--- src/rtl/tt_uart_mvm_core_if.sv ---
// tt_uart_mvm_core_if
// Pad-level bundle of the Tiny Tapeout user block.
//   ena      : power-good from the harness (the core ignores it)
//   ui_in    : dedicated inputs, bit 0 = UART RX (idle high)
//   uo_out   : dedicated outputs, bit 0 = UART TX (idle high)
//   uio_in   : bidirectional pads, input side (unused)
//   uio_out  : bidirectional pads, output side (driven 0)
//   uio_oe   : bidirectional pad enables (0 = input)
// master = harness / testbench side, slave = core side.
interface tt_uart_mvm_core_if;
  logic       ena;
  logic [7:0] ui_in;
  logic [7:0] uo_out;
  logic [7:0] uio_in;
  logic [7:0] uio_out;
  logic [7:0] uio_oe;

  modport master (
    output ena, ui_in, uio_in,
    input  uo_out, uio_out, uio_oe
  );

  modport slave (
    input  ena, ui_in, uio_in,
    output uo_out, uio_out, uio_oe
  );
endinterface

--- src/rtl/tt_uart_mvm_core.sv ---
// tt_uart_mvm_core
// UART-in / UART-out signed matrix-vector multiplier.
// A packet of N_KX bytes carries {K, x}; once complete, y = K*x is computed in
// two's complement, each y element is truncated to W_Y_OUT bits and the
// elements are sent back LSB-byte first over the TX line.
// Ports:
//   clk    : system clock
//   rst_n  : asynchronous reset, asserted HIGH
//   bus    : pad bundle (slave side); ui_in[0] = RX, uo_out[0] = TX
module tt_uart_mvm_core #(
  parameter int CLOCKS_PER_PULSE = 434,
  parameter int BITS_PER_WORD    = 8,
  parameter int PACKET_SIZE_TX   = 13,
  parameter int R                = 2,
  parameter int C                = 2,
  parameter int W_X              = 4,
  parameter int W_K              = 4,
  parameter int W_Y_OUT          = 8
) (
  input  logic              clk,
  input  logic              rst_n,
  tt_uart_mvm_core_if.slave bus
);

  localparam int N_KX  = (R*C*W_K + C*W_X) / BITS_PER_WORD;
  localparam int W_PKT = N_KX * BITS_PER_WORD;
  localparam int K_OFF = C * W_X;
  localparam int W_P   = W_X + W_K;
  localparam int W_Y   = W_X + W_K + $clog2(C);
  localparam int W_YB  = R * W_Y_OUT;
  localparam int N_Y   = W_YB / BITS_PER_WORD;
  localparam int N_PAD = PACKET_SIZE_TX - 1 - BITS_PER_WORD;

  localparam int CW = $clog2(CLOCKS_PER_PULSE);
  localparam int BW = (BITS_PER_WORD > 1) ? $clog2(BITS_PER_WORD) : 1;
  localparam int PW = (N_PAD > 1) ? $clog2(N_PAD) : 1;
  localparam int KW = (N_KX > 1) ? $clog2(N_KX) : 1;
  localparam int YW = (N_Y > 1) ? $clog2(N_Y) : 1;

  localparam logic [CW-1:0] CNT_LAST = CW'(CLOCKS_PER_PULSE - 1);
  localparam logic [CW-1:0] CNT_HALF = CW'(CLOCKS_PER_PULSE / 2 - 1);
  localparam logic [BW-1:0] BIT_LAST = BW'(BITS_PER_WORD - 1);
  localparam logic [PW-1:0] PAD_LAST = PW'(N_PAD - 1);
  localparam logic [KW-1:0] KX_LAST  = KW'(N_KX - 1);
  localparam logic [YW-1:0] Y_LAST   = YW'(N_Y - 1);

  // ---------------------------------------------------------------------------
  // RX synchroniser and falling-edge detector. Flops reset to 1 (line idle)
  // so leaving reset never looks like a start bit.
  // ---------------------------------------------------------------------------
  logic rx_meta_q, rx_sync_q, rx_prev_q;

  always_ff @(posedge clk or posedge rst_n) begin
    if (rst_n) begin
      rx_meta_q <= 1'b1;
      rx_sync_q <= 1'b1;
      rx_prev_q <= 1'b1;
    end else begin
      rx_meta_q <= bus.ui_in[0];
      rx_sync_q <= rx_meta_q;
      rx_prev_q <= rx_sync_q;
    end
  end

  // ---------------------------------------------------------------------------
  // RX FSM: IDLE -> START -> DATA -> STOP
  // ---------------------------------------------------------------------------
  typedef enum logic [1:0] {RX_IDLE, RX_START, RX_DATA, RX_STOP} rx_state_e;

  rx_state_e                rx_state_q, rx_state_d;
  logic [CW-1:0]            rx_cnt_q, rx_cnt_d;
  logic [BW-1:0]            rx_bit_q, rx_bit_d;
  logic [BITS_PER_WORD-1:0] rx_shift_q, rx_shift_d;
  logic                     rx_valid_q, rx_valid_d;

  always_comb begin
    rx_state_d = rx_state_q;
    rx_cnt_d   = rx_cnt_q;
    rx_bit_d   = rx_bit_q;
    rx_shift_d = rx_shift_q;
    rx_valid_d = 1'b0;
    case (rx_state_q)
      RX_IDLE: begin
        rx_cnt_d = '0;
        rx_bit_d = '0;
        if (rx_prev_q && !rx_sync_q) rx_state_d = RX_START;
      end
      RX_START: begin
        if (rx_cnt_q == CNT_HALF) begin
          rx_cnt_d = '0;
          // A line back high at mid-start is a glitch, not a frame.
          rx_state_d = rx_sync_q ? RX_IDLE : RX_DATA;
        end else begin
          rx_cnt_d = rx_cnt_q + 1'b1;
        end
      end
      RX_DATA: begin
        if (rx_cnt_q == CNT_LAST) begin
          rx_cnt_d   = '0;
          // LSB arrives first, so shift in from the top.
          rx_shift_d = {rx_sync_q, rx_shift_q[BITS_PER_WORD-1:1]};
          rx_bit_d   = rx_bit_q + 1'b1;
          if (rx_bit_q == BIT_LAST) rx_state_d = RX_STOP;
        end else begin
          rx_cnt_d = rx_cnt_q + 1'b1;
        end
      end
      RX_STOP: begin
        if (rx_cnt_q == CNT_LAST) begin
          rx_cnt_d   = '0;
          rx_state_d = RX_IDLE;
          // A low stop bit drops the byte silently.
          rx_valid_d = rx_sync_q;
        end else begin
          rx_cnt_d = rx_cnt_q + 1'b1;
        end
      end
      default: rx_state_d = RX_IDLE;
    endcase
  end

  always_ff @(posedge clk or posedge rst_n) begin
    if (rst_n) begin
      rx_state_q <= RX_IDLE;
      rx_cnt_q   <= '0;
      rx_bit_q   <= '0;
      rx_shift_q <= '0;
      rx_valid_q <= 1'b0;
    end else begin
      rx_state_q <= rx_state_d;
      rx_cnt_q   <= rx_cnt_d;
      rx_bit_q   <= rx_bit_d;
      rx_shift_q <= rx_shift_d;
      rx_valid_q <= rx_valid_d;
    end
  end

  // ---------------------------------------------------------------------------
  // Packet assembly: byte i lands in pkt bits [8i+7:8i]. calc_q pulses the
  // cycle after the last byte, when pkt_q holds the complete packet.
  // ---------------------------------------------------------------------------
  logic [W_PKT-1:0] pkt_q, pkt_d;
  logic [KW-1:0]    kx_cnt_q, kx_cnt_d;
  logic             calc_q, calc_d;

  always_comb begin
    pkt_d    = pkt_q;
    kx_cnt_d = kx_cnt_q;
    calc_d   = 1'b0;
    if (rx_valid_q) begin
      for (int i = 0; i < N_KX; i++) begin
        if (kx_cnt_q == KW'(i)) pkt_d[i*BITS_PER_WORD +: BITS_PER_WORD] = rx_shift_q;
      end
      if (kx_cnt_q == KX_LAST) begin
        kx_cnt_d = '0;
        calc_d   = 1'b1;
      end else begin
        kx_cnt_d = kx_cnt_q + 1'b1;
      end
    end
  end

  always_ff @(posedge clk or posedge rst_n) begin
    if (rst_n) begin
      pkt_q    <= '0;
      kx_cnt_q <= '0;
      calc_q   <= 1'b0;
    end else begin
      pkt_q    <= pkt_d;
      kx_cnt_q <= kx_cnt_d;
      calc_q   <= calc_d;
    end
  end

  // ---------------------------------------------------------------------------
  // Signed matrix-vector product. Each row is summed at full width W_Y and
  // then wrapped to W_Y_OUT bits (no saturation).
  // ---------------------------------------------------------------------------
  logic [W_YB-1:0] y_bus;
  genvar gi, gj;

  for (gi = 0; gi < R; gi++) begin : g_row
    logic signed [W_P-1:0] prod [C];
    logic        [W_Y-1:0] acc;
    logic                  unused_acc_msbs;

    for (gj = 0; gj < C; gj++) begin : g_col
      logic signed [W_K-1:0] k_el;
      logic signed [W_X-1:0] x_el;
      assign k_el     = pkt_q[K_OFF + (gi*C + gj)*W_K +: W_K];
      assign x_el     = pkt_q[gj*W_X +: W_X];
      assign prod[gj] = k_el * x_el;
    end

    always_comb begin
      acc = '0;
      for (int c = 0; c < C; c++) begin
        acc = acc + {{(W_Y-W_P){prod[c][W_P-1]}}, prod[c]};
      end
    end

    assign y_bus[gi*W_Y_OUT +: W_Y_OUT] = acc[W_Y_OUT-1:0];
    assign unused_acc_msbs = ^acc[W_Y-1:W_Y_OUT];
  end

  // ---------------------------------------------------------------------------
  // Result hand-off and TX FSM: IDLE -> START -> DATA -> STOPPAD.
  // A finished product always goes into the single pending slot (newest
  // wins); the TX FSM takes it whenever it is idle. The word being sent is
  // shifted right one bit per data bit, so after a byte the next byte is
  // already at the bottom.
  // ---------------------------------------------------------------------------
  typedef enum logic [1:0] {TX_IDLE, TX_START, TX_DATA, TX_STOPPAD} tx_state_e;

  logic [W_YB-1:0] pend_q, pend_d;
  logic            pend_valid_q, pend_valid_d;
  tx_state_e       tx_state_q, tx_state_d;
  logic [CW-1:0]   tx_cnt_q, tx_cnt_d;
  logic [BW-1:0]   tx_bit_q, tx_bit_d;
  logic [PW-1:0]   tx_pad_q, tx_pad_d;
  logic [YW-1:0]   tx_byte_q, tx_byte_d;
  logic [W_YB-1:0] tx_word_q, tx_word_d;
  logic            tx_q, tx_d;

  always_comb begin
    pend_d       = pend_q;
    pend_valid_d = pend_valid_q;
    tx_state_d   = tx_state_q;
    tx_cnt_d     = tx_cnt_q;
    tx_bit_d     = tx_bit_q;
    tx_pad_d     = tx_pad_q;
    tx_byte_d    = tx_byte_q;
    tx_word_d    = tx_word_q;
    tx_d         = tx_q;
    case (tx_state_q)
      TX_IDLE: begin
        tx_d = 1'b1;
        if (pend_valid_q) begin
          tx_word_d    = pend_q;
          pend_valid_d = 1'b0;
          tx_byte_d    = '0;
          tx_cnt_d     = '0;
          tx_d         = 1'b0;
          tx_state_d   = TX_START;
        end
      end
      TX_START: begin
        if (tx_cnt_q == CNT_LAST) begin
          tx_cnt_d   = '0;
          tx_bit_d   = '0;
          tx_d       = tx_word_q[0];
          tx_state_d = TX_DATA;
        end else begin
          tx_cnt_d = tx_cnt_q + 1'b1;
        end
      end
      TX_DATA: begin
        if (tx_cnt_q == CNT_LAST) begin
          tx_cnt_d  = '0;
          tx_word_d = tx_word_q >> 1;
          if (tx_bit_q == BIT_LAST) begin
            tx_pad_d   = '0;
            tx_d       = 1'b1;
            tx_state_d = TX_STOPPAD;
          end else begin
            tx_bit_d = tx_bit_q + 1'b1;
            tx_d     = tx_word_q[1];
          end
        end else begin
          tx_cnt_d = tx_cnt_q + 1'b1;
        end
      end
      TX_STOPPAD: begin
        if (tx_cnt_q == CNT_LAST) begin
          tx_cnt_d = '0;
          if (tx_pad_q == PAD_LAST) begin
            if (tx_byte_q == Y_LAST) begin
              tx_state_d = TX_IDLE;
            end else begin
              // Next byte of the same result follows with no idle gap.
              tx_byte_d  = tx_byte_q + 1'b1;
              tx_d       = 1'b0;
              tx_state_d = TX_START;
            end
          end else begin
            tx_pad_d = tx_pad_q + 1'b1;
          end
        end else begin
          tx_cnt_d = tx_cnt_q + 1'b1;
        end
      end
      default: begin
        tx_d       = 1'b1;
        tx_state_d = TX_IDLE;
      end
    endcase
    // A new result wins over the IDLE-state take in the same cycle.
    if (calc_q) begin
      pend_d       = y_bus;
      pend_valid_d = 1'b1;
    end
  end

  always_ff @(posedge clk or posedge rst_n) begin
    if (rst_n) begin
      pend_q       <= '0;
      pend_valid_q <= 1'b0;
      tx_state_q   <= TX_IDLE;
      tx_cnt_q     <= '0;
      tx_bit_q     <= '0;
      tx_pad_q     <= '0;
      tx_byte_q    <= '0;
      tx_word_q    <= '0;
      tx_q         <= 1'b1;
    end else begin
      pend_q       <= pend_d;
      pend_valid_q <= pend_valid_d;
      tx_state_q   <= tx_state_d;
      tx_cnt_q     <= tx_cnt_d;
      tx_bit_q     <= tx_bit_d;
      tx_pad_q     <= tx_pad_d;
      tx_byte_q    <= tx_byte_d;
      tx_word_q    <= tx_word_d;
      tx_q         <= tx_d;
    end
  end

  // ---------------------------------------------------------------------------
  // Pads
  // ---------------------------------------------------------------------------
  assign bus.uo_out  = {7'b0, tx_q};
  assign bus.uio_out = 8'h00;
  assign bus.uio_oe  = 8'h00;

  logic unused_pins;
  assign unused_pins = &{1'b0, bus.ena, bus.ui_in[7:1], bus.uio_in};

endmodule

--- src/flat_wrapper.sv ---
// flat-port wrapper written by rule: the top's interface ports become plain ports
module tt_uart_mvm_core_flat 
#(
  parameter int CLOCKS_PER_PULSE = 434,
  parameter int BITS_PER_WORD    = 8,
  parameter int PACKET_SIZE_TX   = 13,
  parameter int R                = 2,
  parameter int C                = 2,
  parameter int W_X              = 4,
  parameter int W_K              = 4,
  parameter int W_Y_OUT          = 8
)
  (clk, rst_n, bus_ena, bus_ui_in, bus_uio_in, bus_uo_out, bus_uio_out, bus_uio_oe);
  tt_uart_mvm_core_if bus_i ();
  input  logic clk;
  input  logic rst_n;
  input wire logic [$bits(bus_i.ena)-1:0] bus_ena;
  input wire logic [$bits(bus_i.ui_in)-1:0] bus_ui_in;
  input wire logic [$bits(bus_i.uio_in)-1:0] bus_uio_in;
  output wire logic [$bits(bus_i.uo_out)-1:0] bus_uo_out;
  output wire logic [$bits(bus_i.uio_out)-1:0] bus_uio_out;
  output wire logic [$bits(bus_i.uio_oe)-1:0] bus_uio_oe;
  assign bus_i.ena = bus_ena;
  assign bus_i.ui_in = bus_ui_in;
  assign bus_i.uio_in = bus_uio_in;
  assign bus_uo_out = bus_i.uo_out;
  assign bus_uio_out = bus_i.uio_out;
  assign bus_uio_oe = bus_i.uio_oe;
  tt_uart_mvm_core #(.CLOCKS_PER_PULSE(CLOCKS_PER_PULSE), .BITS_PER_WORD(BITS_PER_WORD), .PACKET_SIZE_TX(PACKET_SIZE_TX), .R(R), .C(C), .W_X(W_X), .W_K(W_K), .W_Y_OUT(W_Y_OUT)) u_core (.clk(clk), .rst_n(rst_n), .bus(bus_i));
endmodule
--- config.mk ---
export PLATFORM = sky130hd
export DESIGN_NAME = tt_uart_mvm_core_flat
export DESIGN_NICKNAME = d
export VERILOG_FILES = /design/src/rtl/tt_uart_mvm_core_if.sv /design/src/rtl/tt_uart_mvm_core.sv /design/src/flat_wrapper.sv
export SDC_FILE = /design/constraint.sdc
export NUM_CORES = 1
export LEC_CHECK = 0
export BUFFER_PORTS_ARGS = -buffer_cell sky130_fd_sc_hd__buf_2
export CAP_MARGIN = 5
export CORE_MARGIN = 8
export CORE_UTILIZATION = 55
export CTS_BUF_LIST = sky130_fd_sc_hd__clkbuf_16
export CTS_CLUSTER_DIAMETER = 120
export CTS_CLUSTER_SIZE = 8
export DETAILED_ROUTE_END_ITERATION = 8
export HOLD_SLACK_MARGIN = 0.15
export PLACE_DENSITY = 0.77
export SLEW_MARGIN = 10
export SYNTH_ARGS = -nofsm -noshare
export SYNTH_HDL_FRONTEND = slang
export SYNTH_SLANG_ARGS = --single-unit
--- constraint.sdc ---
create_clock -name clk -period 5.84 [get_ports clk]
set_clock_uncertainty 0.15 [all_clocks]
set_input_delay 0.292 -clock clk [delete_from_list [all_inputs] [get_ports clk]]
set_output_delay 0.292 -clock clk [all_outputs]
set_load 0.01 [all_outputs]
Word level (Yosys, flattened, before mapping). Cells that the tools add are included.

$add $sub $neg: 9. Multiply operators: 4. Equality and inequality tests: 28. Multiplexer cells: 55. Reductions and logical operators: 25.

Operator list (number): 9-bit two-way mux (4); 2-bit two-way mux (17); 4-bit by 4-bit multiplier with 8-bit output (4); 16-bit two-way mux (2); 16-bit one-hot mux with 2 select lines (1); 9-bit one-hot mux with 3 select lines (1); 2-bit by 1-bit inequality test with 1-bit output (second input constant) (11); 9-bit by 1-bit adder with 9-bit output (second input constant) (2); 9-bit == test (second input constant) (2); 1-bit two-way mux (18); 9-bit one-hot mux with 2 select lines (1); 8-bit adder (2); 2-bit one-hot mux with 4 select lines (2); 5-bit AND reduction (3); 2-bit == test (second input constant) (6); 3-bit two-way mux (4); 3-bit one-hot mux with 2 select lines (2); 2-bit nonzero test (6); 2-bit AND reduction (5); 9-bit by 8-bit == test with 1-bit output (second input constant) (1); 4-bit AND reduction (2); 3-bit by 1-bit adder with 3-bit output (second input constant) (2); 2-bit by 1-bit == test with 1-bit output (second input constant) (3); 3-bit == test (second input constant) (2); other kinds (13) (18).

Bits in registers: 104. Input bits: 19. Output and inout bits: 24. Word-level logic and storage cells: 143.

Depth between registers and ports, before layout.
Word-level depth: 5. Depth in mapped cells: 17. Mapped depth without buffers: 15.

Worst setup path after synthesis. OpenSTA, ideal clock, no wires.

Path type: register -> register. Start: reg u_core.pkt_q[7]. End: reg u_core.pend_q[7]. Arrival time: 4.676 ns. Setup slack: 0.889 ns. Cell stages (with the launch flop): 16. Cells stage by stage: dfrtp_1 clkbuf_1 clkbuf_1 nor2b_1 fa_1 fa_1 fa_1 inv_1 fa_1 inv_1 ha_1 nand4_1 a21oi_1 a2111oi_0 xnor2_1 mux2_2.

Longest elaborated chain between the ends: 2.

Ends and longest elaborated chain: start: declaration (RTL line tt_uart_mvm_core.sv:142) `logic [W_PKT-1:0] pkt_q, pkt_d;`; start signal: assignment (RTL line tt_uart_mvm_core.sv:169) `pkt_q <= pkt_d;`; 4-bit by 4-bit multiplier with 8-bit output (RTL line tt_uart_mvm_core.sv:192) `assign prod[gj] = k_el * x_el;`; 8-bit adder (RTL line tt_uart_mvm_core.sv:198) `acc = acc + {{(W_Y-W_P){prod[c][W_P-1]}}, prod[c]};`; end signal: assignment (RTL line tt_uart_mvm_core.sv:316) `pend_q <= pend_d;`; end: declaration (RTL line tt_uart_mvm_core.sv:215) `logic [W_YB-1:0] pend_q, pend_d;`.

Every way passes these cells. A chain may end at the register's enable or synchronous reset.

Worst setup path in the final report.
Start: reg u_core.pkt_q[4]. End: reg u_core.pend_q[7].

Same word-level chain as after synthesis.

==> results summary <==
The deepest clock path buffer count came out at 2. By startpoint and endpoint, the worst setup path is classified as flop to flop. From synthesis to final layout, the design area changed by 5.07%. The via density per instance is between 5 and 6. The cell count after synthesis came out at slightly below 800. The starting DRC count in detailed routing is roughly 170. Global routing consumed, over all layers together, roughly 16% of the routing resources. The floorplan die width came out at around 140 um. The startpoint identified for the worst register-to-register timing path is u_core.pkt_q[4]$_DFFE_PP0P_. Setup violations remaining at the end of the flow were counted as 0. The startpoint type of the worst setup path is a flop. The worst endpoint required time came out at approximately 5.9 ns. The final net count is 900. The number of warnings printed during yosys synthesis came out at 0. The via count of the first global-routing pass came out at 5517. The share of synthesized flip-flops with an asynchronous set or reset is 100%. Clock-pin slew was measured on the worst setup and hold paths at 0.06 ns. Among all stages on the critical path, the largest delay is contributed by sky130_fd_sc_hd__fa_1. Among all flip-flop cells after synthesis, the most frequent one is sky130_fd_sc_hd__dfrtp_1.

The height of the die came out at between 100 and 150 um. After synthesis the cells add up to between 7000 and 8000 um2. The setup TNS after final layout came out at 0 ns. In this run the post-CTS setup repair buffer count came out at 0. Setup repair after global routing left no endpoint under its margin. The number of buffers added to fix hold violations after cts is 2. The tool flagged a number of max-cap violations equal to 0.

The fraction of the cycle the final worst path needs is roughly four fifths. Yosys mapped a number of flops with a built-in enable equal to 0. The register bit count reported by yosys is between 100 and 150. The residual overflow from global routing came out at 0. Counting distinct cell types in the post-synthesis netlist gives between 60 and 70. The final hold violation count is 0. The leakage power came out at approximately 4.1 nW. The CTS tree is yes.

The tree is rooted in a sky130_fd_sc_hd__clkbuf_16. The number of instances resized during post-cts repair is 0. The area share of the largest cell type after synthesis is 31.9%. The count of pins over their slew limit came out at 0.

The highest cell delay on the worst timing path is 0.56 ns. Entering global routing, the biggest net connects 55 pins. The startpoint identified for the worst hold timing path is u_core.rx_meta_q$_DFF_PP1_. The ratio of cells with drive above 1 in the final layout came out at between 10 and 15%.

The kind of path behind the tightest hold check is flop to flop. The upper clock frequency limit is approximately 210 MHz. Ranked by instance count, the synthesized netlist is headed by 105 x sky130_fd_sc_hd__inv_1, 100 x sky130_fd_sc_hd__dfrtp_1, 63 x sky130_fd_sc_hd__nand2_1. The maximum fanout count along the critical path came out at 9. The worst setup path is captured at a flop.

Among all cell types in the netlist, the one instantiated most often is sky130_fd_sc_hd__inv_1. The critical path data arrival time came out at roughly 4.8 ns. The I/O pin total came out at 43. The share of the yosys chip area belonging to registers came out at between 30 and 40%. Across all layers, the routed design uses 5046 vias. In this run the worst setup path begins at u_core.pkt_q[4]$_DFFE_PP0P_. The worst max-slew margin expressed relative to the limit came out at approximately 39%. The detailed-route wire length is 13600 um.

The remaining number of nets flagged by the antenna check after routing came out at 0. Walking the worst path, the cells encountered are and2_1 > inv_1 > fa_1 > inv_1 > fa_1 > fa_1 > inv_1 > fa_1 > inv_1 > ha_1 > nand4_1 > a21oi_1 > a2111oi_0 > xnor2_1 > mux2_2. The placeable core area is about 14000 um2. Row generation in the floorplan step produced 43 rows. The number of buffers created by CTS is 9.

The post-layout minimum cycle time came out at between 4 and 5 ns. The first-pass iteration count of the detailed router came out at 4. The insertion delay to the later sink of the worst-skew pair is roughly 0.35 ns.

The initial utilization of the core area, before any placement, comes to 56.3%. The synthesized design spends more area on one cell type than any other, namely sky130_fd_sc_hd__dfrtp_1. The flow ran to the end, and the final reports show no timing, DRC or antenna violations. The half-perimeter wire length after detailed placement came out at 10400 um. The mean routed wirelength per cell came out at around 14 um. By area the synthesized netlist is led by sky130_fd_sc_hd__dfrtp_1 32%, sky130_fd_sc_hd__fa_1 14%, sky130_fd_sc_hd__ha_1 9.2%. The worst vdd rail ir drop came out at around 0.21 mV. The weighted congestion reported at the end of routability-driven placement is approximately 0.8. The number of H-tree branching levels is 3.

The first global-routing pass estimated between 20000 and 25000 um of wire. The antenna cell count came out at 0. The number of antenna violations at the first check in global routing came out at 0. The power per cell area is 179 nW/um2. The fill cell total of the finished layout came out at about 1100.

The DRC violation count after routing came out at 0. The count of buffers from port buffering is 3. The average size of a mapped cell is 10.2 um2. The pin slew with the least headroom to its limit came out at ~0.92 ns. The CTS sink count is 104. The die covers ~18000 um2.

The power consumption came out at between 1 and 1.5 mW.
layout by cell type (no fill, tap or decap), types with 10 or more instances in the layout:
master                      n
sky130_fd_sc_hd__xnor2_1   22
sky130_fd_sc_hd__nand2_1   63
sky130_fd_sc_hd__and2_1    41
sky130_fd_sc_hd__a21oi_1   14
sky130_fd_sc_hd__conb_1    23
sky130_fd_sc_hd__mux2_2    32
sky130_fd_sc_hd__dfrtp_1  100
sky130_fd_sc_hd__nor2b_1   10
sky130_fd_sc_hd__nor2_1    42
sky130_fd_sc_hd__o21ai_0   24
sky130_fd_sc_hd__a21oi_2   14
sky130_fd_sc_hd__inv_1    107
sky130_fd_sc_hd__mux2i_1   21
sky130_fd_sc_hd__fa_1      54
sky130_fd_sc_hd__ha_1      58
report_power, final:
group	switching [mW]	internal (mW)
Sequential	0.0325	0.746
Combinational	0.0468	0.0325
Clock	0.249	0.369
Total	0.329	1.15
metrics by stage:
stage	instance area [um2]	hold slack (ns)	worst slack, ns	utilization, %	std cells
6_report	8250	0.213	1.08	59.2	954
3_3_place_gp	7920	0.200	1.15	56.9	936
5_1_grt	8250	0.217	0.761	59.2	954
4_1_cts	8250	0.211	1.04	59.2	954
2_1_floorplan	7930	0.146	0.889	-	791
3_5_place_dp	7920	0.197	1.06	56.9	936
cells by family (layout without fill, tap and decap cells):
logic type      count (synthesis)  in the layout  share of synthesized area [%]
simple gates                  215            215                           14.1
fa+ha+maj                     112            112                           23.0
buf+inv                       148            131                           8.62
other cells                     1             23                         0.0478
mux                            55             55                           7.55
compound gates                101            101                           9.45
flops                         104            104                           33.2
xor+xnor                       33             33                           4.03
critical path, delay by kind of cell (launching register included):
family / cells / cell delay, ns
flops: 1 / 0.48
compound gates: 2 / 0.54
buf+inv: 4 / 0.28
fa+ha+maj: 5 / 2.46
simple gates: 2 / 0.35
xor+xnor: 1 / 0.11
mux: 1 / 0.27
state kept, by name, summed over array words and instances (netlist names), 2 cells and up, named ones only:
| signal | flops |
|---|---|
| u_core.pkt_q | 24 |
| u_core.pend_q | 16 |
| u_core.tx_word_q | 16 |
| u_core.rx_cnt_q | 9 |
| u_core.tx_cnt_q | 9 |
| u_core.rx_shift_q | 8 |
| u_core.rx_bit_q | 3 |
| u_core.tx_bit_q | 3 |
| u_core.kx_cnt_q | 2 |
| u_core.tx_pad_q | 2 |
| u_core.tx_state_q | 2 |
layer usage:
| layer | track usage [%] | wire length [um] | vias up |
|---|---|---|---|
| met5 | 0 | 0 | - |
| met4 | 5.43 | 171 | 0 |
| met3 | 2.93 | 239 | 13 |
| met2 | 30.9 | 7470 | 39 |
| met1 | 17.5 | 5700 | 2515 |
| li1 | - | - | 2479 |
area by class of cell:
cell class	count	area (um2)	area share, %
Sequential cell	104	2610	31.6
Clock inverter	7	80.1	0.971
Multi-Input combinational cell	539	4650	56.4
Clock buffer	9	225	2.73
Inverter	107	404	4.90
Tap cell	180	225	2.73
Timing Repair Buffer	8	57.6	0.698
final timing paths:
check / to / slack [ns] / cells past startpoint
setup / recovery: u_core.pend_q[7]$_DFFE_PP0P_ / 1.08 / 15
hold / removal: u_core.rx_sync_q$_DFF_PP1_ / 0.21 / 0
setup reg to reg: u_core.pend_q[7]$_DFFE_PP0P_ / 1.08 / 15
hold reg to reg: u_core.rx_sync_q$_DFF_PP1_ / 0.21 / 0
max in group asynchronous: u_core.tx_word_q[13]$_DFFE_PP0P_ / 4.02 / 4
min in group asynchronous: u_core.pkt_q[4]$_DFFE_PP0P_ / 0.45 / 3
(Power assumes the default switching activity.)
